### src/rtl/pll_sup_pkg.sv
// Shared types and constants for the PLL lock supervisor.
// State encodings are fixed because state_o exposes them for debug.
package pll_sup_pkg;

  typedef enum logic [1:0] {
    RESET_PLL = 2'd0,
    WAIT_LOCK = 2'd1,
    QUALIFY   = 2'd2,
    RUN       = 2'd3
  } pll_state_t;

  // Defaults derived from the 27 MHz crystal clock
  localparam int DEF_SYNC_STAGES         = 2;
  localparam int DEF_PLL_RST_CYCLES      = 64;
  localparam int DEF_LOCK_TIMEOUT_CYCLES = 270000;  // 10 ms
  localparam int DEF_LOCK_STABLE_CYCLES  = 2700;    // 100 us
  localparam int DEF_CNT_W               = 20;

  localparam int LOSS_CNT_W = 8;
  localparam logic [LOSS_CNT_W-1:0] LOSS_CNT_MAX = '1;

  // Saturating increment used by the lock-loss counter
  function automatic logic [LOSS_CNT_W-1:0] sat_inc(input logic [LOSS_CNT_W-1:0] value);
    return (value == LOSS_CNT_MAX) ? value : value + LOSS_CNT_W'(1);
  endfunction

endpackage

### src/rtl/pll_lock_supervisor_sync_ff.sv
// sync_ff: N-stage single-bit synchronizer with synchronous reset to 0.
// STAGES must be at least 2.
module sync_ff #(
  parameter int STAGES = 2
) (
  input  logic clk,
  input  logic reset,
  input  logic d,
  output logic q
);

  logic [STAGES-1:0] chain;

  // Shift the asynchronous input through the flop chain
  always_ff @(posedge clk) begin
    if (reset) begin
      chain <= '0;
    end else begin
      chain <= {chain[STAGES-2:0], d};
    end
  end

  assign q = chain[STAGES-1];

endmodule

### src/rtl/pll_lock_supervisor.sv
// pll_lock_supervisor: sequences the rPLL reset, qualifies its lock output
// and holds downstream logic in reset until the PLL clock is stable.
// Optional feature macro: PLL_SUP_LOSS_COUNT_EN builds the saturating
// lock-loss counter; without it loss_count is tied to zero.
module pll_lock_supervisor
  import pll_sup_pkg::*;
#(
  parameter int SYNC_STAGES         = DEF_SYNC_STAGES,
  parameter int PLL_RST_CYCLES      = DEF_PLL_RST_CYCLES,
  parameter int LOCK_TIMEOUT_CYCLES = DEF_LOCK_TIMEOUT_CYCLES,
  parameter int LOCK_STABLE_CYCLES  = DEF_LOCK_STABLE_CYCLES,
  parameter int CNT_W               = DEF_CNT_W
) (
  input  logic                  clkin,
  input  logic                  reset,
  input  logic                  lock,
  input  logic                  force_relock,
  output logic                  pll_reset,
  output logic                  sys_rst,
  output logic                  locked_stable,
  output logic [LOSS_CNT_W-1:0] loss_count,
  output logic [1:0]            state_o
);

  localparam logic [CNT_W-1:0] RST_LAST     = CNT_W'(PLL_RST_CYCLES - 1);
  localparam logic [CNT_W-1:0] TIMEOUT_LAST = CNT_W'(LOCK_TIMEOUT_CYCLES - 1);
  localparam logic [CNT_W-1:0] STABLE_LAST  = CNT_W'(LOCK_STABLE_CYCLES - 1);
  localparam logic [CNT_W-1:0] CNT_ONE      = CNT_W'(1);

  pll_state_t       state;
  logic [CNT_W-1:0] cnt;
  logic             lock_s;

  sync_ff #(
    .STAGES(SYNC_STAGES)
  ) u_lock_sync (
    .clk  (clkin),
    .reset(reset),
    .d    (lock),
    .q    (lock_s)
  );

  // Sequencing FSM with a shared cycle counter that restarts on every state change;
  // force_relock beats a lock drop, which beats the counter terminal condition
  always_ff @(posedge clkin) begin
    if (reset) begin
      state <= RESET_PLL;
      cnt   <= '0;
    end else begin
      unique case (state)
        RESET_PLL: begin
          if (cnt == RST_LAST) begin
            state <= WAIT_LOCK;
            cnt   <= '0;
          end else begin
            cnt <= cnt + CNT_ONE;
          end
        end
        WAIT_LOCK: begin
          if (force_relock) begin
            state <= RESET_PLL;
            cnt   <= '0;
          end else if (lock_s) begin
            state <= QUALIFY;
            cnt   <= '0;
          end else if (cnt == TIMEOUT_LAST) begin
            state <= RESET_PLL;
            cnt   <= '0;
          end else begin
            cnt <= cnt + CNT_ONE;
          end
        end
        QUALIFY: begin
          if (force_relock) begin
            state <= RESET_PLL;
            cnt   <= '0;
          end else if (!lock_s) begin
            state <= WAIT_LOCK;
            cnt   <= '0;
          end else if (cnt == STABLE_LAST) begin
            state <= RUN;
            cnt   <= '0;
          end else begin
            cnt <= cnt + CNT_ONE;
          end
        end
        RUN: begin
          if (force_relock || !lock_s) begin
            state <= RESET_PLL;
            cnt   <= '0;
          end
        end
        default: begin
          state <= RESET_PLL;
          cnt   <= '0;
        end
      endcase
    end
  end

`ifdef PLL_SUP_LOSS_COUNT_EN
  logic                  loss_event;
  logic [LOSS_CNT_W-1:0] loss_q;

  // A forced relock is deliberate, so only a genuine lock drop in RUN counts
  assign loss_event = (state == RUN) && !force_relock && !lock_s;

  // Saturating lock-loss counter for debug
  always_ff @(posedge clkin) begin
    if (reset) begin
      loss_q <= '0;
    end else if (loss_event) begin
      loss_q <= sat_inc(loss_q);
    end
  end

  assign loss_count = loss_q;
`else
  assign loss_count = '0;
`endif

  assign pll_reset     = (state == RESET_PLL);
  assign sys_rst       = (state != RUN);
  assign locked_stable = (state == RUN);
  assign state_o       = state;

endmodule

### config.mk
export PLATFORM = sky130hd
export DESIGN_NAME = pll_lock_supervisor
export DESIGN_NICKNAME = d
export VERILOG_FILES = /design/src/rtl/pll_sup_pkg.sv /design/src/rtl/pll_lock_supervisor_sync_ff.sv /design/src/rtl/pll_lock_supervisor.sv
export SDC_FILE = /design/constraint.sdc
export NUM_CORES = 1
export LEC_CHECK = 0
export ABC_AREA = 0
export CAP_MARGIN = 20
export CORE_UTILIZATION = 51
export CTS_BUF_LIST = sky130_fd_sc_hd__clkbuf_8
export DETAILED_ROUTE_END_ITERATION = 7
export GPL_TIMING_DRIVEN = 0
export PLACE_DENSITY = 0.81
export SLEW_MARGIN = 20
export SYNTH_ARGS = -nofsm -noshare
export SYNTH_HDL_FRONTEND = slang
export SYNTH_SLANG_ARGS = --single-unit
### constraint.sdc
create_clock -name clkin -period 2.2 [get_ports clkin]
set_clock_uncertainty 0.15 [all_clocks]
set_input_delay 0.44 -clock clkin [delete_from_list [all_inputs] [get_ports clkin]]
set_output_delay 0.44 -clock clkin [all_outputs]
set_load 0.01 [all_outputs]
==> run_results.csv, run 1 <==
group,metric,value,unit
final_layout,layout.cells.non_filler,198,
clock_network,clkTransAtPathRegs,0.09,ns
clock_network,htreeDepth,1,
drt,drc,0,
logic_synthesis,synth_warnings,0,
worst_setup_path,regToRegSetupSlack,0.002,ns
worst_setup_path,cp-start-kind,"flop",
clock_network,cts_tree,"built",
clock_network,cts_buffers,3,
logic_synthesis,synth.yosys.seq_area_share,37.57,%
timing,hold_violations,0,
grt,grt_pass1_wl,4395,um
placed_design,postPlaceCellArea,1420,um^2
final_layout,post-route-cell-area,1554,um^2
final_layout,layout_commonest_cell,"nor2_1",
logic_synthesis,ys_seq_elements,24,
drt,firstDrtPassIters,4,
worst_setup_path,cp.arrival,2.22,ns
grt,antenna_found_initial,0,
grt,grt_usage,22.19,%
placed_design,dp_hpwl,1852,um
hold_path,hold_path_class,"reg -> reg",
timing,maxSlewViolCount,0,
clock_network,clock_path_buffers,2,
drt,drtIter0Drc,28,
die,die_w,52.08,um
timing,finalSetupViolCount,0,
power_and_ir_drop,leakage,0.5717,nW
grt,grt_max_degree,15,
logic_synthesis,avgSynthCellArea,8.640,um^2
die,core,2297,um^2
timing,fin_tns_setup,0,ns
grt,overflow,0,
logic_synthesis,netlist_instances,148,
drt,wl,2737,um
die,die-area,2712,um^2
placed_design,place_congestion,0.8655,
logic_synthesis,synth_area,1279,um^2
worst_setup_path,worst_setup_path_end_kind,"flop",
final_layout,area_growth,21.53,%
status,outcome,"finished clean",
worst_setup_path,critPathKind,"reg -> reg",
logic_synthesis,ys_types,36,
timing,period_needed,2.198,ns
drt,viasPerCell,5.621,
drt,ant_nets,0,
final_layout,final_net_count,176,
timing,max_freq,0.4549,GHz
power_and_ir_drop,power,0.8955,mW
timing,finalCritPeriodShare,99.93,%
worst_setup_path,crit_fanout,6,
die,die_h,52.08,um
clock_network,insertion_delay,0.27,ns
clock_network,cts.sinks,24,
clock_network,cts_hold_buf,0,
final_layout,drive_above_1_share,17.06,%
drt,detail_route.wl_per_cell,13.82,um
final_layout,final_cell_mix,"nor2_1, dfxtp_1, xnor2_1",
power_and_ir_drop,power_density,576.2,nW/um^2
power_and_ir_drop,peakVddDrop,582.4,uV
drt,vias,1113,
grt,grt_pass1_vias,1030,
die,rows,17,
placed_design,place_inst,191,
die,start_util,55.66,%
die,io_pins,17,
clock_network,cts-root-buf,"clkbuf_8",
run,maxCapViolations,0,
worst_setup_path,crit_required,2.22,ns
placed_design,portBuffers,8,
final_layout,diodes,0,
==> where the power goes <==
group / internal, mW / total [mW] / switching [mW]
clock: 0.244 / 0.389 / 0.145
combinational: 0.0310 / 0.0590 / 0.0280
sequential: 0.441 / 0.448 / 0.00694
total: 0.715 / 0.895 / 0.180
==> per-stage QoR <==
step | setup slack (ns) | utilization [%] | hold slack, ns
6_report | 0.001642 | 67.65 | 0.3026
5_1_grt | -0.04273 | 67.65 | 0.3340
4_1_cts | 0.03837 | 65.47 | 0.3036
3_5_place_dp | -0.1709 | 61.82 | 0.2828
3_3_place_gp | -0.1293 | 61.82 | 0.2696
2_1_floorplan | 0.09946 | - | 0.2638
==> cell usage after synthesis, drive strengths merged <==
library cell | instances | area share [%]
clkbuf | 2 | 0.59
o21ai | 1 | 0.39
and4b | 1 | 0.78
dfxtp | 24 | 38
nand2 | 8 | 2.3
nor3b | 2 | 1.2
buf | 9 | 5.6
mux2i | 1 | 0.78
o31a | 2 | 1.5
nor4 | 4 | 3.1
nand4b | 1 | 0.69
ha | 1 | 0.98
xnor2 | 15 | 10
nand4 | 4 | 2.4
and4 | 4 | 2.8
conb | 1 | 0.29
nand3 | 9 | 3.5
o311a | 1 | 1.7
and3 | 1 | 0.49
nor2 | 25 | 7.3
nand2b | 1 | 0.49
o41ai | 1 | 0.69
nor2b | 4 | 2.0
o2111a | 1 | 0.88
o31ai | 2 | 2.3
inv | 7 | 2.1
nor3 | 10 | 3.9
xor2 | 3 | 2.1
nand3b | 1 | 0.59
a21oi | 2 | 0.78
==> path summary, 6_finish.rpt <==
| kind | start | endpoint | depth (start not counted) |
|---|---|---|---|
| setup / recovery | cnt[12] | cnt[15] | 6 |
| hold / removal | u_lock_sync.chain[0] | u_lock_sync.chain[1] | 1 |
| setup reg to reg | cnt[12] | cnt[15] | 6 |
| hold reg to reg | u_lock_sync.chain[0] | u_lock_sync.chain[1] | 1 |
==> final cells by class <==
cell class                      count  area [um^2]
Buffer                             10        75.07
Clock buffer                        3        41.29
Clock inverter                      1        30.03
Fill cell                         190        743.2
Inverter                            7        26.28
Multi-Input combinational cell    113        742.0
Sequential cell                    24        486.7
Tap cell                           28        35.03
Timing Repair Buffer               12        117.6
==> layer usage <==
| metal | share of wire, % | GRT usage (%) | vias up | routed length, um |
|---|---|---|---|---|
| met1 | 45 | 26.87 | 520 | 1235 |
| li1 | - | - | 541 | - |
| met5 | 0 | 0 | - | 0 |
| met2 | 47 | 36.32 | 44 | 1275 |
| met3 | 6.1 | 6.725 | 8 | 167 |
| met4 | 2.1 | 8.559 | 0 | 58 |
==> repair_timing <==
action	in CTS	in global routing
pin swaps	1	5
setup endpoints to repair	21	19
buffers inserted	2	1
endpoints found under the hold margin	0	0
cloned	0	1
gates resized for setup	1	11
==> flip-flops by register name, indices dropped and copies added, names as in the netlist <==
signal,cells
cnt,20
u_lock_sync.chain,2
state_o,2
==> worst max-delay path: stages, from the launching register on <==
cell and delay (ns):
dfxtp_1 0.36, nor3_1 0.36, nand3_1 0.19, o311a_4 0.41, o31ai_4 0.39, buf_6 0.18, nor2_1 0.04
==> cells by family after synthesis <==
group / count (synthesis) / share of synthesized area, %
adders and majority gates: 1 / 0.9783
and+or+nand+nor: 75 / 31.70
buffers and inverters: 18 / 8.220
muxes: 1 / 0.7828
DFF: 24 / 37.57
xor gates and xnor gates: 18 / 12.33
AOI/OAI and AO/OA: 10 / 8.121
other: 1 / 0.2933
No activity file was read; power rests on OpenSTA's default activity.
==> inputs of run 2 (changes only) <==
--- a/config.mk
+++ b/config.mk
@@ -12,7 +12,7 @@
 export DETAILED_ROUTE_END_ITERATION = 7
 export GPL_TIMING_DRIVEN = 0
 export PLACE_DENSITY = 0.81
-export SLEW_MARGIN = 20
+export SLEW_MARGIN = 10
 export SYNTH_ARGS = -nofsm -noshare
 export SYNTH_HDL_FRONTEND = slang
 export SYNTH_SLANG_ARGS = --single-unit
==> results of run 2 <==
The final DEF is identical to that of run 1; final timing and power are the same.
